**src/rtl/sb_axil_pkg.sv**
```systemverilog
// Shared constants for the AXI-lite outstanding-transaction slave bridge:
// response codes, the W/R tag type and the req/resp field layout.
package sb_axil_pkg;

  localparam logic [1:0] RESP_OKAY   = 2'b00;
  localparam logic [1:0] RESP_SLVERR = 2'b10;

  typedef enum logic {
    TAG_W = 1'b0,
    TAG_R = 1'b1
  } tag_e;

  // resp_data = {resp, rdata}
  localparam int RESP_RDATA_LSB = 0;
  function automatic int resp_code_lsb(input int dw);
    return dw;
  endfunction

  // req_data = {is_write, prot, addr, strb, data}
  localparam int REQ_DATA_LSB = 0;
  function automatic int req_strb_lsb(input int dw);
    return dw;
  endfunction
  function automatic int req_addr_lsb(input int dw, input int sw);
    return dw + sw;
  endfunction
  function automatic int req_prot_lsb(input int dw, input int sw, input int aw);
    return dw + sw + aw;
  endfunction
  function automatic int req_is_write_bit(input int dw, input int sw, input int aw);
    return dw + sw + aw + 3;
  endfunction

endpackage

```
**src/rtl/sb_axil_tag_fifo.sv**
```systemverilog
// In-order W/R tag FIFO; pointers wrap modulo DEPTH so any depth works,
// not only powers of two.
module sb_axil_tag_fifo
  import sb_axil_pkg::*;
#(
  parameter  int DEPTH = 4,
  localparam int CW    = $clog2(DEPTH + 1),
  localparam int PW    = (DEPTH > 1) ? $clog2(DEPTH) : 1
) (
  input  logic          clk,
  input  logic          reset,
  input  logic          push,
  input  logic          pop,
  input  logic          din,
  output logic          dout,
  output logic          full,
  output logic          empty,
  output logic [CW-1:0] count
);

  logic          r_mem [DEPTH];
  logic [PW-1:0] r_wr_ptr;
  logic [PW-1:0] r_rd_ptr;
  logic [CW-1:0] r_count;
  logic          w_push;
  logic          w_pop;

  function automatic logic [PW-1:0] ptr_inc(input logic [PW-1:0] p);
    return (p == PW'(DEPTH - 1)) ? '0 : p + 1'b1;
  endfunction

  assign full   = (r_count == CW'(DEPTH));
  assign empty  = (r_count == '0);
  assign count  = r_count;
  assign dout   = r_mem[r_rd_ptr];
  assign w_push = push & ~full;
  assign w_pop  = pop & ~empty;

  always_ff @(posedge clk) begin
    if (w_push) r_mem[r_wr_ptr] <= din;
  end

  always_ff @(posedge clk) begin
    if (reset) begin
      r_wr_ptr <= '0;
      r_rd_ptr <= '0;
      r_count  <= '0;
    end else begin
      if (w_push) r_wr_ptr <= ptr_inc(r_wr_ptr);
      if (w_pop)  r_rd_ptr <= ptr_inc(r_rd_ptr);
      case ({w_push, w_pop})
        2'b10:   r_count <= r_count + 1'b1;
        2'b01:   r_count <= r_count - 1'b1;
        default: r_count <= r_count;
      endcase
    end
  end

endmodule

```
**src/rtl/sb_axil_s_ot.sv**
```systemverilog
// AXI-lite slave to req/resp bridge with bounded outstanding transactions.
// Define SB_AXIL_S_OT_TIMEOUT_EN to add the response timeout / late-beat drop logic.
module sb_axil_s_ot
  import sb_axil_pkg::*;
#(
  parameter  int DATA_WIDTH      = 32,
  parameter  int ADDR_WIDTH      = 16,
  parameter  int STRB_WIDTH      = DATA_WIDTH / 8,
  parameter  int MAX_OUTSTANDING = 4,
  parameter  int TIMEOUT_CYCLES  = 1024,
  localparam int CW              = $clog2(MAX_OUTSTANDING + 1),
  localparam int REQ_W           = 1 + 3 + ADDR_WIDTH + STRB_WIDTH + DATA_WIDTH
) (
  input  logic                  clk,
  input  logic                  reset,
  input  logic [ADDR_WIDTH-1:0] s_axil_awaddr,
  input  logic [2:0]            s_axil_awprot,
  input  logic                  s_axil_awvalid,
  output logic                  s_axil_awready,
  input  logic [DATA_WIDTH-1:0] s_axil_wdata,
  input  logic [STRB_WIDTH-1:0] s_axil_wstrb,
  input  logic                  s_axil_wvalid,
  output logic                  s_axil_wready,
  output logic [1:0]            s_axil_bresp,
  output logic                  s_axil_bvalid,
  input  logic                  s_axil_bready,
  input  logic [ADDR_WIDTH-1:0] s_axil_araddr,
  input  logic [2:0]            s_axil_arprot,
  input  logic                  s_axil_arvalid,
  output logic                  s_axil_arready,
  output logic [DATA_WIDTH-1:0] s_axil_rdata,
  output logic [1:0]            s_axil_rresp,
  output logic                  s_axil_rvalid,
  input  logic                  s_axil_rready,
  output logic [REQ_W-1:0]      req_data,
  output logic                  req_valid,
  input  logic                  req_ready,
  input  logic [DATA_WIDTH+1:0] resp_data,
  input  logic                  resp_valid,
  output logic                  resp_ready,
  output logic [CW-1:0]         outstanding
);

  localparam int RESP_CODE_LSB = resp_code_lsb(DATA_WIDTH);

  logic                  r_prio_rd;
  logic                  w_wr_elig;
  logic                  w_rd_elig;
  logic                  w_sel_rd;
  logic                  w_req_hs;
  logic                  w_pop;
  logic                  w_full;
  logic                  w_empty;
  logic                  w_head_bit;
  tag_e                  w_head;
  logic                  w_local;
  logic                  w_dropping;
  logic                  w_route_valid;
  logic [1:0]            w_resp_code;
  logic [DATA_WIDTH-1:0] w_resp_rdata;

  // Request side: fully combinational, write and read share one req port.
  always_comb begin
    w_wr_elig      = s_axil_awvalid & s_axil_wvalid;
    w_rd_elig      = s_axil_arvalid;
    w_sel_rd       = (w_wr_elig & w_rd_elig) ? r_prio_rd : w_rd_elig;
    req_valid      = ~reset & (w_wr_elig | w_rd_elig) & ~w_full;
    w_req_hs       = req_valid & req_ready;
    s_axil_awready = w_req_hs & ~w_sel_rd;
    s_axil_wready  = w_req_hs & ~w_sel_rd;
    s_axil_arready = w_req_hs & w_sel_rd;
    if (w_sel_rd)
      req_data = {1'b0, s_axil_arprot, s_axil_araddr, {STRB_WIDTH{1'b0}}, {DATA_WIDTH{1'b0}}};
    else
      req_data = {1'b1, s_axil_awprot, s_axil_awaddr, s_axil_wstrb, s_axil_wdata};
  end

  always_ff @(posedge clk) begin
    if (reset)         r_prio_rd <= 1'b0;
    else if (w_req_hs) r_prio_rd <= ~r_prio_rd;
  end

  sb_axil_tag_fifo #(
    .DEPTH (MAX_OUTSTANDING)
  ) u_tag_fifo (
    .clk   (clk),
    .reset (reset),
    .push  (w_req_hs),
    .pop   (w_pop),
    .din   (w_sel_rd),
    .dout  (w_head_bit),
    .full  (w_full),
    .empty (w_empty),
    .count (outstanding)
  );

  assign w_head       = tag_e'(w_head_bit);
  assign w_resp_code  = resp_data[RESP_CODE_LSB +: 2];
  assign w_resp_rdata = resp_data[RESP_RDATA_LSB +: DATA_WIDTH];

`ifdef SB_AXIL_S_OT_TIMEOUT_EN
  localparam int TCW = $clog2(TIMEOUT_CYCLES + 1);
  localparam int DCW = CW + 2;

  logic [TCW-1:0] r_to_cnt;
  logic [DCW-1:0] r_drop_cnt;
  logic           w_drop_inc;
  logic           w_drop_dec;

  assign w_local    = ~w_empty & (r_to_cnt == TCW'(TIMEOUT_CYCLES));
  assign w_dropping = (r_drop_cnt != '0);
  assign w_drop_inc = w_pop & w_local;
  assign w_drop_dec = w_dropping & resp_valid;

  always_ff @(posedge clk) begin
    if (reset) begin
      r_to_cnt   <= '0;
      r_drop_cnt <= '0;
    end else begin
      if (w_pop)
        r_to_cnt <= '0;
      else if (~w_empty && !w_local)
        r_to_cnt <= r_to_cnt + 1'b1;
      // Each timed-out transaction owes the system exactly one late beat to swallow.
      if (w_drop_inc && !w_drop_dec && r_drop_cnt != '1)
        r_drop_cnt <= r_drop_cnt + 1'b1;
      else if (w_drop_dec && !w_drop_inc)
        r_drop_cnt <= r_drop_cnt - 1'b1;
    end
  end
`else
  assign w_local    = 1'b0;
  assign w_dropping = 1'b0;
`endif

  assign w_route_valid = w_local | (resp_valid & ~w_dropping);

  // Response side: the head tag steers the shared resp channel to B or R.
  always_comb begin
    s_axil_bvalid = 1'b0;
    s_axil_rvalid = 1'b0;
    s_axil_bresp  = w_local ? RESP_SLVERR : w_resp_code;
    s_axil_rresp  = w_local ? RESP_SLVERR : w_resp_code;
    s_axil_rdata  = w_local ? {DATA_WIDTH{1'b0}} : w_resp_rdata;
    if (!reset && !w_empty) begin
      if (w_head == TAG_W) s_axil_bvalid = w_route_valid;
      else                 s_axil_rvalid = w_route_valid;
    end
    w_pop      = (s_axil_bvalid & s_axil_bready) | (s_axil_rvalid & s_axil_rready);
    resp_ready = ~reset & (w_dropping |
                 (~w_empty & ~w_local & ((w_head == TAG_W) ? s_axil_bready : s_axil_rready)));
  end

endmodule
```
**config.mk**
```make
export PLATFORM = sky130hd
export DESIGN_NAME = sb_axil_s_ot
export DESIGN_NICKNAME = d
export VERILOG_FILES = /design/src/rtl/sb_axil_pkg.sv /design/src/rtl/sb_axil_tag_fifo.sv /design/src/rtl/sb_axil_s_ot.sv
export SDC_FILE = /design/constraint.sdc
export NUM_CORES = 1
export LEC_CHECK = 0
export BUFFER_PORTS_ARGS = -buffer_cell sky130_fd_sc_hd__buf_2
export CAP_MARGIN = 15
export CORE_AREA = 2 2 85 87
export DETAILED_ROUTE_END_ITERATION = 8
export DIE_AREA = 0 0 87 89
export PLACE_DENSITY = 0.62
export SLEW_MARGIN = 20
export SYNTH_ARGS = -nofsm -noshare
export SYNTH_HDL_FRONTEND = slang
export SYNTH_SLANG_ARGS = --single-unit
```
**constraint.sdc**
```tcl
create_clock -name clk -period 2.45 [get_ports clk]
set_clock_uncertainty 0.2 [all_clocks]
set_input_delay 0.1225 -clock clk [delete_from_list [all_inputs] [get_ports clk]]
set_output_delay 0.1225 -clock clk [all_outputs]
set_load 0.02 [all_outputs]
```
==> impl_metrics.prom <==
# TYPE chip_impl_metric gauge
chip_impl_info{name="worst-setup-path-type",value="reg -> reg"} 1
chip_impl_metric{name="timing.final.crit_share",unit=""} 1.012
chip_impl_metric{name="synthesis.nets",unit=""} 336
chip_impl_metric{name="syn-instance-count",unit=""} 212
chip_impl_info{name="crit_path_top_delay_cell",value="mux4_2"} 1
chip_impl_metric{name="diodes",unit=""} 0
chip_impl_metric{name="clock_tree.htree_level_count",unit=""} 1
chip_impl_metric{name="globalRouteTotalUtil",unit=""} 0.1174
chip_impl_metric{name="die_height",unit="um"} 89
chip_impl_metric{name="grt_pass1_vias",unit=""} 1505
chip_impl_metric{name="antenna_violations_before_repair",unit=""} 0
chip_impl_metric{name="power_density",unit="nW/um^2"} 383.9
chip_impl_metric{name="finalCriticalPeriod",unit="ps"} 2480
chip_impl_metric{name="floorplan.initialDensity",unit=""} 0.2240
chip_impl_metric{name="post_route_cells_drive_above_1_share",unit=""} 0.5108
chip_impl_info{name="post-synth-top-area-cell",value="buf_4"} 1
chip_impl_metric{name="wirelength",unit="mm"} 4.723
chip_impl_metric{name="worst_slew_margin_rel",unit=""} 0.7002
chip_impl_metric{name="detailedPlacementHpwl",unit="mm"} 3.952
chip_impl_metric{name="clock_transition_at_the_registers_of_the_reported_paths",unit="ps"} 60
chip_impl_metric{name="number_of_setup_buffers_added_after_cts",unit=""} 1
chip_impl_metric{name="setup_slack",unit="ps"} -29.98
chip_impl_metric{name="total_leakage_power",unit="uW"} 0.001239
chip_impl_metric{name="syn2layout_area_growth",unit="%"} 42.14
chip_impl_metric{name="synth_area_per_cell",unit="um^2"} 7.100
chip_impl_metric{name="syn_area",unit="um^2"} 1505
chip_impl_metric{name="pin_count_of_the_biggest_net_entering_global_routing",unit=""} 58
chip_impl_metric{name="setup_viol",unit=""} 1
chip_impl_metric{name="grt_first_pass_wirelength",unit="mm"} 7.210
chip_impl_metric{name="ys_warn_count",unit=""} 0
chip_impl_metric{name="io_pins",unit=""} 219
chip_impl_metric{name="hold_slack",unit="ps"} 44.16
chip_impl_metric{name="cp_slowest_stage_delay",unit="ps"} 490
chip_impl_metric{name="port_buffers",unit=""} 148
chip_impl_metric{name="yosys.area.top_type_share",unit=""} 0.1845
chip_impl_metric{name="die_area",unit="um^2"} 7743
chip_impl_info{name="crit_path_start_kind",value="flop"} 1
chip_impl_metric{name="gpl.final_weighted_congestion",unit=""} 0.7553
chip_impl_metric{name="cts-buffers-inserted",unit=""} 3
chip_impl_metric{name="vias",unit=""} 1686
chip_impl_metric{name="cts_sinks",unit=""} 14
chip_impl_metric{name="first_pass_detailed_route_iteration_total",unit=""} 4
chip_impl_metric{name="maxClockFrequency",unit="MHz"} 403.2
chip_impl_metric{name="max_cap_viol_count",unit=""} 0
chip_impl_metric{name="detailedRoute.firstIterationViolations",unit=""} 43
chip_impl_metric{name="timing.critical_path.buf_inv",unit=""} 1
chip_impl_info{name="clockRootBuffer",value="clkbuf_8"} 1
chip_impl_info{name="family_with_the_most_delay_on_the_worst_path",value="adder cells"} 1
chip_impl_metric{name="critPathMaxFanout",unit=""} 2
chip_impl_metric{name="floorplan.core_area",unit="um^2"} 6719
chip_impl_metric{name="peakVddDrop",unit="mV"} 0.1220
chip_impl_metric{name="grt.overflow.total",unit=""} 0
chip_impl_metric{name="yosysUniqueCellTypes",unit=""} 29
chip_impl_metric{name="report.final.slew_viol_count",unit=""} 0
chip_impl_metric{name="finalPower",unit="uW"} 821.5
chip_impl_info{name="run_status",value="finished, violations left"} 1
chip_impl_info{name="post_synth_main_area_contributors",value="buf_4 18%, and2_1 17%, nand2_1 15%"} 1
chip_impl_info{name="hold_path.class",value="in -> reg"} 1
chip_impl_metric{name="arrival",unit="ps"} 2460
chip_impl_metric{name="ctsLongestPathBuffers",unit=""} 2
chip_impl_metric{name="cts_hold_buf",unit=""} 0
chip_impl_info{name="cts_tree",value="yes"} 1
chip_impl_metric{name="antenna_left",unit=""} 0
chip_impl_metric{name="critical_path_required_time",unit="ps"} 2430
chip_impl_metric{name="die_width",unit="um"} 87
chip_impl_info{name="worstPathCellList",value="mux4_2, o21ai_2, ha_2, inv_1, fa_2, xor2_1, or3_1, a21oi_1"} 1
chip_impl_metric{name="nets",unit=""} 450
chip_impl_info{name="failed_checks",value="negative setup slack"} 1
chip_impl_info{name="critical_path.endpoint_type",value="flop"} 1
chip_impl_metric{name="finish.utilization",unit=""} 0.3184
chip_impl_metric{name="via_per_instance_ratio",unit=""} 4.163
chip_impl_metric{name="synth.yosys.seq_area_share",unit=""} 0.2128
chip_impl_metric{name="num_rows",unit=""} 30
chip_impl_metric{name="worstSkewPairLatency",unit="ps"} 250
chip_impl_metric{name="routedWlPerCell",unit="um"} 11.66
chip_impl_metric{name="report.final.hold_viol_count",unit=""} 0
chip_impl_info{name="rsz_0062_raised_after_global_routing",value="yes"} 1
chip_impl_metric{name="post_cts_gate_resize_count",unit=""} 0
chip_impl_metric{name="worst_slew_pin_slew",unit="ps"} 449.7
chip_impl_metric{name="ys_ff_latch",unit=""} 14
chip_impl_metric{name="drc_errors",unit=""} 0
-- report_power, final --
group	switching (uW)	total, uW	leakage, uW	internal (uW)
registers	7.53	254	0.000118	246
clock network	81.5	193	0.0000231	111
logic	219	375	0.00110	156
total	308	821	0.00124	513
-- synth_stat cells, drive strengths merged --
library cell,instances
and3,1
o21a,1
nor3,3
nor4b,1
nand2,59
mux2i,3
nand3,1
xor2,2
and2b,1
xnor2,1
buf,39
dfxtp,10
and2,40
nor2,11
fa,1
nor3b,1
o21ai,2
or3,2
ha,6
mux4,1
clkbuf,7
inv,7
edfxtp,4
nand4,1
a21oi,3
mux2,2
nor2b,2
-- worst reg2reg max path: cells and delay by family, from the launching register on --
family,cells,cell delay (ps)
AND/OR/NAND/NOR,1,310
multiplexers,1,490
flip-flops,1,370
AO/OA/AOI/OAI,2,280
buffers and inverters,1,50
adder cells (fa/ha/maj),2,530
XOR/XNOR,1,170
-- routing by layer --
layer,track usage,wire length [um],up-vias
li1,-,-,843
met1,0.1495,1993,741
met2,0.1895,2229,94
met3,0.03970,455,8
met4,0.03267,45,0
met5,0,0,-
-- cell type report --
type / count / area (um^2)
multi-input combinational: 145 / 854.6
fill: 737 / 4579
clock buffer: 3 / 41.29
tap: 80 / 100.1
inverter: 7 / 26.28
sequential: 14 / 320.3
clock inverter: 1 / 3.754
timing repair buffer: 155 / 793.3
-- cell usage in the layout, fill, tap and decap left out, types with 2 or more instances in the layout --
cell,Yosys,final
mux2_1,2,2
nor3_1,3,3
edfxtp_1,4,4
buf_2,2,148
dfxtp_1,10,10
nor2_1,11,11
ha_1,6,5
and2_1,40,40
nor2b_1,2,2
inv_1,7,7
mux2i_1,3,3
clkbuf_8,0,3
buf_4,37,7
xor2_1,2,2
nand2_1,59,59
a21oi_1,3,3
or3_1,2,2
-- cell families after synthesis --
family / count (synthesis) / share of synthesized area
fa+ha+maj: 7 / 0.06317
buf+inv: 53 / 0.2261
mux: 6 / 0.04987
flops: 14 / 0.2128
simple gates: 123 / 0.4065
xor+xnor: 3 / 0.01746
compound gates: 6 / 0.02410
-- path summary, 6_finish.rpt --
path / startpoint / to / slack, ps / cells after the start
worst max-delay path: u_tag_fifo.r_mem[3]$_DFFE_PP_ / u_tag_fifo.count[2]$_SDFFE_PP0P_ / -30 / 8
worst min register to register: r_prio_rd$_SDFFE_PP0N_ / r_prio_rd$_SDFFE_PP0N_ / 340 / 2
worst min-delay path: reset / u_tag_fifo.count[1]$_SDFFE_PP0P_ / 40 / 3
worst max register to register: u_tag_fifo.r_mem[3]$_DFFE_PP_ / u_tag_fifo.count[2]$_SDFFE_PP0P_ / -30 / 8
-- metrics by stage --
step                setup WS, ps  instances  instance area (um^2)  setup TNS [ps]
floorplan                  14.86        212                  1515               0
global placement           45.72        400                  2087               0
detailed placement        -49.94        400                  2087          -49.94
CTS                       -36.96        405                  2140          -36.96
global route              -128.0        405                  2140          -128.0
finish                    -29.98        405                  2140          -29.98
Power figures use the tool's default switching activity.
